<file path="src/rtl/serial_adder_controller_pkg.sv">
// Shared definitions for the bit-serial adder: FSM state encoding, default
// width and a gate-level incrementer used by the bit counter.
package serial_adder_controller_pkg;

  localparam int DEFAULT_WIDTH = 8;

  typedef enum logic [1:0] {
    IDLE = 2'd0,
    RUN  = 2'd1,
    DONE = 2'd2
  } state_t;

  // Ripple increment built from XOR/AND so the block contains no '+' operator.
  function automatic logic [31:0] incr32(input logic [31:0] v);
    logic [31:0] r;
    logic        c;
    r = '0;
    c = 1'b1;
    for (int unsigned i = 0; i < 32; i++) begin
      r[i] = v[i] ^ c;
      c    = v[i] & c;
    end
    return r;
  endfunction

endpackage

</file>
<file path="src/rtl/serial_adder_controller_full_adder.sv">
// One-bit full-adder cell built from gate primitives; the only arithmetic
// element of the serial adder.
module structuralFullAdder (
  output logic sum,
  output logic carryout,
  input  logic a,
  input  logic b,
  input  logic carryin
);

  logic ab_x;
  logic ab_a;
  logic xc_a;

  xor g_x0 (ab_x, a, b);
  xor g_x1 (sum, ab_x, carryin);
  and g_a0 (ab_a, a, b);
  and g_a1 (xc_a, ab_x, carryin);
  or  g_o0 (carryout, ab_a, xc_a);

endmodule

</file>
<file path="src/rtl/serial_adder_controller.sv">
// Bit-serial adder: one full-adder cell sequenced LSB first over WIDTH
// cycles, with operand shift registers, a carry register and a bit counter.
module serial_adder_controller
  import serial_adder_controller_pkg::*;
#(
  parameter int WIDTH = DEFAULT_WIDTH
) (
  input  logic             clk,
  input  logic             reset,
  input  logic             start,
  input  logic [WIDTH-1:0] a,
  input  logic [WIDTH-1:0] b,
  input  logic             carryin,
  output logic             busy,
  output logic             done,
  output logic [WIDTH-1:0] sum,
  output logic             carryout,
  output logic             overflow
);

  localparam int              CNT_W = $clog2(WIDTH);
  localparam logic [CNT_W-1:0] LAST = CNT_W'(WIDTH - 1);

  state_t           state;
  state_t           state_nx;
  logic [WIDTH-1:0] a_sh;
  logic [WIDTH-1:0] b_sh;
  logic [WIDTH-1:0] res_sh;
  logic             carry;
  logic [CNT_W-1:0] cnt;
  logic             fa_sum;
  logic             fa_cout;

  structuralFullAdder u_fa (
    .sum      (fa_sum),
    .carryout (fa_cout),
    .a        (a_sh[0]),
    .b        (b_sh[0]),
    .carryin  (carry)
  );

  // State register.
  always_ff @(posedge clk or posedge reset) begin
    if (reset) state <= IDLE;
    else       state <= state_nx;
  end

  // Next-state: accept start in IDLE, leave RUN on the last bit, DONE lasts one cycle.
  always_comb begin
    state_nx = state;
    unique case (state)
      IDLE:    if (start) state_nx = RUN;
      RUN:     if (cnt == LAST) state_nx = DONE;
      DONE:    state_nx = IDLE;
      default: state_nx = IDLE;
    endcase
  end

  // Datapath: operand load, per-bit shift/carry update and result capture.
  always_ff @(posedge clk or posedge reset) begin
    if (reset) begin
      a_sh     <= '0;
      b_sh     <= '0;
      res_sh   <= '0;
      carry    <= 1'b0;
      cnt      <= '0;
      sum      <= '0;
      carryout <= 1'b0;
      overflow <= 1'b0;
    end else begin
      case (state)
        IDLE: begin
          if (start) begin
            a_sh  <= a;
            b_sh  <= b;
            carry <= carryin;
            cnt   <= '0;
          end
        end
        RUN: begin
          a_sh   <= {1'b0, a_sh[WIDTH-1:1]};
          b_sh   <= {1'b0, b_sh[WIDTH-1:1]};
          res_sh <= {fa_sum, res_sh[WIDTH-1:1]};
          carry  <= fa_cout;
          cnt    <= CNT_W'(incr32(32'(cnt)));
          if (cnt == LAST) begin
            // The MSB sum bit is still on the cell output, so the final
            // result is assembled from the cell and the partial register.
            sum      <= {fa_sum, res_sh[WIDTH-1:1]};
            carryout <= fa_cout;
            overflow <= carry ^ fa_cout;
          end
        end
        default: ;
      endcase
    end
  end

  assign busy = (state != IDLE);
  assign done = (state == DONE);

endmodule

</file>
<file path="config.mk">
export PLATFORM = sky130hd
export DESIGN_NAME = serial_adder_controller
export DESIGN_NICKNAME = d
export VERILOG_FILES = /design/src/rtl/serial_adder_controller_pkg.sv /design/src/rtl/serial_adder_controller_full_adder.sv /design/src/rtl/serial_adder_controller.sv
export SDC_FILE = /design/constraint.sdc
export NUM_CORES = 1
export LEC_CHECK = 0
export ABC_AREA = 0
export BUFFER_PORTS_ARGS = -buffer_cell sky130_fd_sc_hd__buf_2
export CAP_MARGIN = 20
export CELL_PAD_IN_SITES_DETAIL_PLACEMENT = 0
export CELL_PAD_IN_SITES_GLOBAL_PLACEMENT = 1
export CORE_MARGIN = 2
export CORE_UTILIZATION = 47
export DETAILED_ROUTE_END_ITERATION = 10
export GPL_ROUTABILITY_DRIVEN = 0
export PLACE_DENSITY = 0.83
export SLEW_MARGIN = 40
export SYNTH_ARGS = -nofsm -noshare
export SYNTH_HDL_FRONTEND = slang
export SYNTH_SLANG_ARGS = --single-unit
</file>
<file path="constraint.sdc">
create_clock -name clk -period 2.3 [get_ports clk]
set_input_delay 0.575 -clock clk [delete_from_list [all_inputs] [get_ports clk]]
set_output_delay 0.575 -clock clk [all_outputs]
set_load 0.05 [all_outputs]
</file>
======== Word-level counts from Yosys, hierarchy flattened ========
Index checks and enable logic that the tools add are counted.
cells by class
  equality and inequality tests ........... 5
  muxes and demuxes ....................... 11
  bitwise logic cells ..................... 10
  reduce and logical (&&, ||, !) cells .... 6
operators with widths
  kind                count
  $pmux 8 s2          2
  $mux 8              2
  $pmux 3 s2          1
  $reduce_and 2->1    3
  $xor 1x1->1         5
  $mux 2              2
  $ne 2x2->1 const B  2
  $pmux 2 s2          1
  $reduce_bool 2->1   2
  $and 1x1->1         3
  $eq 3x3->1 const B  1
  $mux 3              1
  $eq 2x1->1 const B  1
  $eq 2x2->1 const B  1
  $logic_not 2->1     1
  $pmux 1 s2          1
  $mux 1              1
  $not 1->1           1
  $or 1x1->1          1
word-level totals
  bits in registers ....................... 40
  input port bits ......................... 20
  output and inout port bits .............. 12
  word-level logic and storage cells ...... 41

======== Longest topological paths before layout ========
Gate-level depths: netlist of run 1.
  word-level depth ........................ 4
  gate-level depth with buffers ........... 6

======== Cells and area by module ========
A second synthesis of run 1 with hierarchy kept.
second synthesis, totals
  cell total of the unflattened synthesis .. 149
  area total of the unflattened synthesis .. 2078.2 sq um
modules (own cells, without submodules)
  module                   times used  cells an instance  area an instance (sq um)
  serial_adder_controller  1           148                2058.2
  structuralFullAdder      1           1                  20.0

======== Worst setup path before layout of run 1 ========
No wires, ideal clock.
  kind .................................... flip-flop to output port
  start ................................... reg state[1]
  end ..................................... out done
  arrival time ............................ 1344 ps
  required time ........................... 1725 ps
  path slack .............................. 381 ps
  stages on the path, launching flop included .. 5
  path buffers ............................ 2
  path through ............................ dfrtp_1 > buf_4 > inv_2 > buf_2 > nor2_1
between the ends
  cells in the longest elaborated chain, start to end .. 1
RTL lines
  item                      RTL line                        text
  start: declaration        serial_adder_controller.sv:24   state_t state;
  start signal: assignment  serial_adder_controller.sv:45   else state <= state_nx;
  $eq 2x2->1                serial_adder_controller.sv:100  assign done = (state == DONE);
  end: declaration          serial_adder_controller.sv:15   output logic done,
No other way between the ends.

======== Worst setup path in the final report of run 1 ========
Ends and elaborated chain as after synthesis.

==> qor.yml, run 1 <==
final_layout:
  multi_input_area_um2: 833
  n_fill_cell: 366
  area_delta_synth_final_pct: 11.6
  fin_util_pct: 54.0
  seqCellArea_um2: 976
  drive_above_1_share_pct: 37.7
  fin_cells: 249
  fin_nets: 221
  diodes: 0
critical_path:
  critPathKind: "reg2out"
  arrival_ns: 1.41
  end_kind: "output port"
  worstPathMaxFanout: 17
  start_kind: "flop"
  cp.required_ns: 1.73
global_route:
  grt_max_degree: 40
  antenna_found_initial: 0
  grt_use_total_pct: 18.3
  grt_pass1_wl_um: 6240
  grt-ovfl-total: 0
  first_global_vias: 1396
outcome:
  status: "completed"
place:
  dp_hpwl_um: 2500
  numPortBuffers: 31
  placed_cells: 241
sta:
  skew_ns: 0.00587
  fmaxAchievable_mhz: 504
  fin_crit_sh_pct: 86.2
  layout_min_cycle_time_ns: 1.98
  rsz0062_at_grt: "false"
  finalSetupViolCount: 0
  worstMarginPinSlew_ns: 0.649
  maxSlewViolCount: 0
  timing.hold.ws_ns: 0.398
  final_hold_viol_count: 0
  slew_headroom_pct: 56.6
  setup_tns_ns: 0
clocking:
  h-tree-depth: 2
  ctsResizeCount: 0
  clockBufferDepth: 2
  cts.sinks: 39
  insertion_delay_ns: 0.29
  cts_tree: "built"
  hold_buffers: 0
  post_cts_buffers: 0
  clkTransAtPathRegs_ns: 0.07
  cts-buffers-inserted: 5
  cts.root.buffer_cell: "clkbuf_8"
detailed_routing:
  drt_first_pass_iters: 5
  postRouteAntennaNets: 0
  drcViolationCount: 0
  routed_wl_um: 3590
  vias_per_cell: 5.41
  vias: 1347
  wire_per_inst_um: 14.4
  drtIter0Drc: 46
logic_synthesis:
  ys_seq_elements: 39
  syn_area_um2: 1920
  async_reset_ff_share_pct: 100
  synth.yosys.seq_area_share_pct: 50.7
  ys.flop_type: "dfrtp_1"
  ys.warnings.count: 0
  synth_nets: 192
  syn_area_per_cell_um2: 11.4
  synth_edf_count: 0
  yosysUniqueCellTypes: 26
  synthCells: 169
floorplan:
  core_area_um2: 3970
  dieArea_um2: 4620
  ioPinCount: 32
  rows: 23
  die_w_um: 68.0
  start_util_pct: 48.4
  die_y_um: 68.0
power_and_ir_drop:
  swShare_pct: 42.9
  combPwrFrac_pct: 44.6
  power.density_nw_per_um2: 1420
  seq_power_share_pct: 40.9
  total_switching_power_mw: 1.31
  pwr-share-clk_pct: 14.5
  ir_worst_vdd_mv: 0.543
  power.internal_mw: 1.74
  p_leak_nw: 1.01
job:
  max_cap_viol_count: 0
hold_path:
  hold_class: "in2async"
[path summary, 6_finish.rpt]
path                       startpoint        end  slack, ns  depth (start not counted)
min in group clk             overflow   overflow       0.48                          2
setup / recovery             state[1]       done       0.32                          3
setup reg to reg               cnt[0]     sum[4]       0.79                          4
hold / removal                  reset  res_sh[6]       0.40                          3
hold reg to reg              overflow   overflow       0.48                          2
max in group asynchronous       reset     cnt[1]       1.57                          3
[synth_stat cells (all sizes together) (2+ instances only)]
cell | instances | area (um^2)
a22o | 2 | 17.5
buf | 12 | 98.8
dfrtp | 39 | 976
ha | 2 | 25.0
inv | 4 | 15.0
mux2 | 9 | 128
nand2 | 25 | 93.8
nand2b | 2 | 27.5
nor2 | 7 | 26.3
nor2b | 2 | 12.5
nor3 | 33 | 265
o21ai | 7 | 35.0
o22ai | 15 | 93.8
o32ai | 4 | 35.0
or2 | 2 | 15.0
[kinds of logic after synthesis]
| logic type | count (synthesis) | synth area share (%) |
|---|---|---|
| AND/OR/NAND/NOR | 72 | 23.9 |
| flip-flops | 39 | 50.7 |
| AO/OA/AOI/OAI | 28 | 9.43 |
| buffers and inverters | 16 | 5.92 |
| multiplexers | 10 | 7.16 |
| adder cells (fa/ha/maj) | 3 | 2.34 |
| XOR/XNOR | 1 | 0.456 |
[power groups by stage]
stage / registers [mW] / logic, mW / clock network (mW)
finish: 1.25 / 1.36 / 0.441
global route: 1.29 / 1.52 / 0.487
CTS: 1.25 / 1.38 / 0.456
detailed placement: 1.26 / 1.38 / 0
global placement: 1.24 / 1.34 / 0
floorplan: 1.47 / 0.929 / 0
[state kept, by name, indices dropped and copies added (netlist names)]
name and flops:
b_sh 8, state 2, cnt 3, carry 1, a_sh 8, sum 8, carryout 1, overflow 1
res_sh 7
[area by class of cell]
class / instances / area share (%)
tap: 50 / 2.92
multi-input combinational: 114 / 38.8
sequential: 39 / 45.5
timing repair buffer: 34 / 8.28
clock buffer: 7 / 3.56
clock inverter: 1 / 0.233
inverter: 4 / 0.700
[cells in the final DEF, fill, tap and decap left out, types with 5 or more instances in the layout]
| cell type | Yosys | routed |
|---|---|---|
| dfrtp_1 | 39 | 39 |
| buf_2 | 4 | 31 |
| nand2_1 | 25 | 25 |
| nor3_2 | 20 | 20 |
| o22ai_1 | 15 | 15 |
| nor3_1 | 13 | 13 |
| nor2_1 | 7 | 7 |
| o21ai_0 | 7 | 7 |
| mux2_4 | 7 | 7 |
| clkbuf_8 | 0 | 5 |
[stage by stage]
step           cell area, um^2  power, mW  setup slack [ns]
2_1_floorplan             1920       2.39             0.381
3_3_place_gp              2060       2.58             0.662
3_5_place_dp              2060       2.64             0.629
4_1_cts                   2150       3.09             0.304
5_1_grt                   2150       3.30             0.172
6_report                  2150       3.04             0.317
[per-layer routing]
layer	vias up	track usage (%)	part of all wire, %
li1	655	-	-
met1	648	21.0	43
met2	34	32.4	51
met3	10	4.61	3.9
met4	0	7.75	1.9
met5	-	0	0
[critical path, stage by stage, from the launching register on]
cell     delay [ns]
dfrtp_1        0.52
inv_2          0.20
nor2_1         0.13
buf_2          0.27
No activity file was read; power rests on OpenSTA's default activity.
==> inputs of run 2 (changes only) <==
--- a/config.mk
+++ b/config.mk
@@ -14,7 +14,8 @@
 export CORE_UTILIZATION = 47
 export DETAILED_ROUTE_END_ITERATION = 10
 export GPL_ROUTABILITY_DRIVEN = 0
-export PLACE_DENSITY = 0.83
+export HOLD_SLACK_MARGIN = 0.02
+export PLACE_DENSITY_LB_ADDON = 0.3
 export SLEW_MARGIN = 40
 export SYNTH_ARGS = -nofsm -noshare
 export SYNTH_HDL_FRONTEND = slang
==> qor.yml, run 2 (synthesis gave the netlist of run 1 again) <==
final_layout:
  top_regs: "a_sh (8), b_sh (8), sum (8)"  # unchanged
  drive_above_1_share_pct: 38.7  # was 37.7%
  diodes: 0  # unchanged
  final_common_cell: "dfrtp_1"  # unchanged
  area_delta_synth_final_pct: 13.2  # was 11.6%
  fin_cells: 249  # unchanged
  n_fill_cell: 375  # was 366
  final_cell_mix: "dfrtp_1 (39), buf_2 (31), nand2_1 (25), nor3_2 (20), o22ai_1 (15)"  # unchanged
  fin_nets: 221  # unchanged
global_route:
  grt-ovfl-total: 0  # unchanged
  grt_use_total_pct: 18.6  # was 18.3%
  first_global_vias: 1369  # was 1396
  antenna_found_initial: 0  # unchanged
  grt_pass1_wl_um: 6400  # was 6240 um
  grt_max_degree: 40  # unchanged
power_and_ir_drop:
  power_mw: 3.19  # was 3.04 mW
  power.density_nw_per_um2: 1470  # was 1420 nW/um^2
  ir_worst_vdd_mv: 0.510  # was 0.543 mV
  p_leak_nw: 1.03  # was 1.01 nW
critical_path:
  rr_worst_depth: 3  # was 4
  cp.required_ns: 1.73  # about the same
  path_buf_inv: 2  # unchanged
  slowest_delay_ns: 0.51  # was 0.52 ns
  start_kind: "flop"  # unchanged
  slowest_stage: "dfrtp_1"  # unchanged
  crit_start: "state[1]"  # unchanged
  worstPathMaxFanout: 17  # unchanged
  reg2reg_from: "state[0]"  # was cnt[0]
  crit_end: "done"  # unchanged
  end_kind: "output port"  # unchanged
  r2r_end: "cnt[2]"  # was sum[4]
  crit_chain: "inv_2, nor2_1, buf_2"  # unchanged
  cp_top_family: "flip-flops"  # unchanged
  critPathKind: "reg2out"  # unchanged
  regToRegSetupSlack_ns: 0.70  # was 0.79 ns
  cp.depth: 3  # unchanged
  arrival_ns: 1.39  # was 1.41 ns
clocking:
  ctsResizeCount: 0  # unchanged
  cts_tree: "built"  # unchanged
  cts.sinks: 39  # unchanged
  clkTransAtPathRegs_ns: 0.08  # was 0.07 ns
  hold_buffers: 0  # unchanged
  insertion_delay_ns: 0.29  # about the same
  h-tree-depth: 2  # unchanged
  post_cts_buffers: 0  # unchanged
  cts-buffers-inserted: 5  # unchanged
  cts.root.buffer_cell: "clkbuf_8"  # unchanged
  clockBufferDepth: 2  # unchanged
sta:
  setup_slack_ns: 0.331  # was 0.317 ns
  slew_headroom_pct: 56.8  # was 56.6%
  layout_min_cycle_time_ns: 1.97  # was 1.98 ns
  fin_crit_sh_pct: 85.6  # was 86.2%
  maxSlewViolCount: 0  # unchanged
  worstMarginPinSlew_ns: 0.646  # was 0.649 ns
  fmaxAchievable_mhz: 508  # was 504 MHz
  finalSetupViolCount: 0  # unchanged
  setup_tns_ns: 0  # unchanged
  rsz0062_at_grt: "false"  # unchanged
  timing.hold.ws_ns: 0.392  # was 0.398 ns
  skew_ns: 0.00762  # was 0.00587 ns
  final_hold_viol_count: 0  # unchanged
place:
  dp_hpwl_um: 2540  # was 2500 um
  pre_cts_ws_ns: 0.629  # about the same
  placed_cells: 241  # unchanged
  numPortBuffers: 31  # unchanged
detailed_routing:
  vias: 1362  # was 1347
  vias_per_cell: 5.47  # was 5.41
  drcViolationCount: 0  # unchanged
  drtIter0Drc: 86  # was 46
  wire_per_inst_um: 14.9  # was 14.4 um
  drt_first_pass_iters: 4  # was 5
  routed_wl_um: 3710  # was 3590 um
  postRouteAntennaNets: 0  # unchanged
floorplan:
  start_util_pct: 48.4  # unchanged
  rows: 23  # unchanged
  ioPinCount: 32  # unchanged
  core_area_um2: 3970  # unchanged
  die_w_um: 68.0  # unchanged
  die_y_um: 68.0  # unchanged
  dieArea_um2: 4620  # unchanged
outcome:
  status: "completed"  # unchanged
job:
  max_cap_viol_count: 0  # unchanged
hold_path:
  hold_class: "in2async"  # unchanged
==> run 2: cell types whose count changed in the layout (fill, tap and decap cells not counted), sizes merged <==
cell | before | now
clkinv | 1 | 2
bufinv | 0 | 1
clkbuf | 7 | 5
==> run 2: layer usage <==
layer	up-vias	track usage, %	routed length, um
met2	37	28.6	1640
met4	0	6.00	50
met3	6	4.77	228
li1	654	-	-
met1	665	25.8	1800
met5	-	0	0
==> run 2: per-stage QoR <==
| step | instance area, um^2 | utilization [%] |
|---|---|---|
| final | 2180 | 54.8 |
| after global routing | 2180 | 54.8 |
| after CTS | 2180 | 54.8 |
| after detailed placement | 2060 | 52.0 |
| after global placement | 2060 | 52.0 |
| after floorplan | 1920 | - |
==> run 2: area by class of cell <==
class                      instances  area, um^2  share of cell area (%)
clock buffer                       5        68.8                    3.16
clock inverter                     3        43.8                    2.01
inverter                           4        15.0                   0.690
multi-input combinational        114         833                    38.3
sequential                        39         976                    44.8
tap                               50        62.6                    2.87
timing repair buffer              34         178                    8.16
==> run 2: how the worst min path moves through the flow <==
stage                   start   endpoint  slack [ns]  cells after the start
global route            reset   overflow        0.44                      3
global placement     overflow   overflow        0.46                      2
floorplan           res_sh[1]  res_sh[1]        0.45                      2
detailed placement  res_sh[1]  res_sh[1]        0.47                      2
CTS                     reset   overflow        0.41                      3
finish                  reset    b_sh[0]        0.39                      3
==> run 2: where the power goes <==
group,internal [mW],switching [mW],total (mW)
Combinational,0.528,0.859,1.39
Sequential,1.00,0.228,1.23
Clock,0.323,0.249,0.572
Total,1.85,1.34,3.19
==> run 2: worst min-delay path: stages <==
cell and delay, ns:
buf_2 0.09, inv_1 0.04, buf_4 0.42
==> inputs of run 3 (changes only) <==
--- a/config.mk
+++ b/config.mk
@@ -6,7 +6,7 @@
 export NUM_CORES = 1
 export LEC_CHECK = 0
 export ABC_AREA = 0
-export BUFFER_PORTS_ARGS = -buffer_cell sky130_fd_sc_hd__buf_2
+export BUFFER_PORTS_ARGS = -buffer_cell sky130_fd_sc_hd__buf_4
 export CAP_MARGIN = 20
 export CELL_PAD_IN_SITES_DETAIL_PLACEMENT = 0
 export CELL_PAD_IN_SITES_GLOBAL_PLACEMENT = 1
==> qor.yml, run 3 (synthesis gave the netlist of run 1 again) <==
critical_path:
  start_kind: "flop"  # unchanged
  worstPathMaxFanout: 8  # was 17
  arrival_ns: 1.38  # was 1.39 ns
  end_kind: "output port"  # unchanged
  critPathKind: "reg2out"  # unchanged
  cp.required_ns: 1.73  # about the same
sta:
  setup_tns_ns: 0  # unchanged
  timing.hold.ws_ns: 0.409  # was 0.392 ns
  rsz0062_at_grt: "false"  # unchanged
  finalSetupViolCount: 0  # unchanged
  layout_min_cycle_time_ns: 1.95  # was 1.97 ns
  skew_ns: 0.00756  # was 0.00762 ns
  fmaxAchievable_mhz: 513  # was 508 MHz
  fin_crit_sh_pct: 84.8  # was 85.6%
  slew_headroom_pct: 59.1  # was 56.8%
  worstMarginPinSlew_ns: 0.612  # was 0.646 ns
  maxSlewViolCount: 0  # unchanged
  final_hold_viol_count: 0  # unchanged
clocking:
  clockBufferDepth: 2  # unchanged
  cts-buffers-inserted: 5  # unchanged
  h-tree-depth: 2  # unchanged
  clkTransAtPathRegs_ns: 0.08  # about the same
  hold_buffers: 0  # unchanged
  post_cts_buffers: 0  # unchanged
  ctsResizeCount: 0  # unchanged
  cts.root.buffer_cell: "clkbuf_8"  # unchanged
  insertion_delay_ns: 0.29  # about the same
  cts.sinks: 39  # unchanged
  cts_tree: "built"  # unchanged
global_route:
  first_global_vias: 1373  # was 1369
  grt_use_total_pct: 18.2  # was 18.6%
  grt_max_degree: 40  # unchanged
  grt_pass1_wl_um: 6230  # was 6400 um
  grt-ovfl-total: 0  # unchanged
  antenna_found_initial: 0  # unchanged
final_layout:
  drive_above_1_share_pct: 39.0  # was 38.7%
  n_fill_cell: 353  # was 375
  final_common_cell: "dfrtp_1"  # unchanged
  top_regs: "a_sh (8), b_sh (8), sum (8)"  # unchanged
  area_delta_synth_final_pct: 18.9  # was 13.2%
  final_cell_mix: "dfrtp_1 (39), buf_4 (35), nand2_1 (25), nor3_2 (20), o22ai_1 (15)"  # was dfrtp_1 (39), buf_2 (31), nand2_1 (25), nor3_2 (20), o22ai_1 (15)
  fin_nets: 222  # was 221
  diodes: 0  # unchanged
detailed_routing:
  met3_length_um: 176  # was 228 um
  vias_per_cell: 5.49  # was 5.47
  routed.top_layer: "met4"  # unchanged
  wl_met2_um: 1750  # was 1640 um
  wire_per_inst_um: 14.7  # was 14.9 um
  drt_first_pass_iters: 4  # unchanged
  wl_met1_um: 1720  # was 1800 um
  vias: 1372  # was 1362
  drcViolationCount: 0  # unchanged
  routed_wl_um: 3690  # was 3710 um
  postRouteAntennaNets: 0  # unchanged
  drtIter0Drc: 44  # was 86
place:
  numPortBuffers: 31  # unchanged
  dp_hpwl_um: 2460  # was 2540 um
power_and_ir_drop:
  power.internal_mw: 2.03  # was 1.85 mW
  power.density_nw_per_um2: 1470  # about the same
  ir_worst_vdd_mv: 1.10  # was 0.510 mV
  power_mw: 3.36  # was 3.19 mW
  seq_power_share_pct: 36.8  # was 38.6%
  p_leak_nw: 1.06  # was 1.03 nW
  swShare_pct: 39.6  # was 41.9%
  total_switching_power_mw: 1.33  # was 1.34 mW
  combPwrFrac_pct: 43.1  # was 43.5%
  pwr-share-clk_pct: 20.1  # was 17.9%
floorplan:
  rows: 23  # unchanged
  core_area_um2: 3970  # unchanged
  start_util_pct: 48.4  # unchanged
  dieArea_um2: 4620  # unchanged
  ioPinCount: 32  # unchanged
  die_w_um: 68.0  # unchanged
  die_y_um: 68.0  # unchanged
job:
  max_cap_viol_count: 0  # unchanged
outcome:
  status: "completed"  # unchanged
hold_path:
  hold_class: "in2async"  # unchanged
## run 3: changes by cell type in the layout (fill, tap and decap cells not counted), sizes merged
cell      previous run  this run
buf                 34        35
bufinv               1         2
clkinv               2         0
clkinvlp             0         1
## run 3: area by class of cell
class / count / area, um^2 / area share [%]
clock buffer: 5 / 68.8 / 3.01
clock inverter: 3 / 67.6 / 2.96
inverter: 4 / 15.0 / 0.657
multi-input combinational: 114 / 833 / 36.5
sequential: 39 / 976 / 42.7
tap: 50 / 62.6 / 2.74
timing repair buffer: 35 / 263 / 11.5
## run 3: layer usage
layer / vias to the layer above / track usage (%)
met5: - / 0
met4: 0 / 7.50
met2: 25 / 28.5
met3: 6 / 4.28
met1: 683 / 24.3
li1: 658 / -
## run 3: worst paths after layout
check / from / endpoint / slack [ns] / depth (start not counted)
worst min-delay path: reset / carry / 0.41 / 3
worst max-delay path: state[0] / busy / 0.35 / 3
worst min register to register: res_sh[1] / res_sh[1] / 0.49 / 2
max in group asynchronous: reset / b_sh[4] / 1.55 / 3
worst max register to register: cnt[0] / sum[3] / 0.80 / 4
min in group clk: res_sh[1] / res_sh[1] / 0.49 / 2
## run 3: per-stage QoR
step | worst slack (ns) | instances | cell area, um^2 | utilization (%)
after floorplan | 0.381 | 169 | 1920 | -
after global placement | 0.700 | 242 | 2150 | 54.1
after detailed placement | 0.670 | 242 | 2150 | 54.1
after CTS | 0.341 | 250 | 2290 | 57.6
after global routing | 0.227 | 250 | 2290 | 57.6
final | 0.349 | 250 | 2290 | 57.6
## run 3: worst max-delay path: stages, from the launching register on
cell and delay, ns:
dfrtp_1 0.41, buf_4 0.19, or2_2 0.30, buf_4 0.19
## run 3: power groups by stage
stage / logic, mW / clock network [mW] / registers [mW]
after floorplan: 0.929 / 0 / 1.47
after global placement: 1.42 / 0 / 1.23
after detailed placement: 1.46 / 0 / 1.25
after CTS: 1.47 / 0.691 / 1.24
after global routing: 1.59 / 0.716 / 1.28
final: 1.45 / 0.675 / 1.24
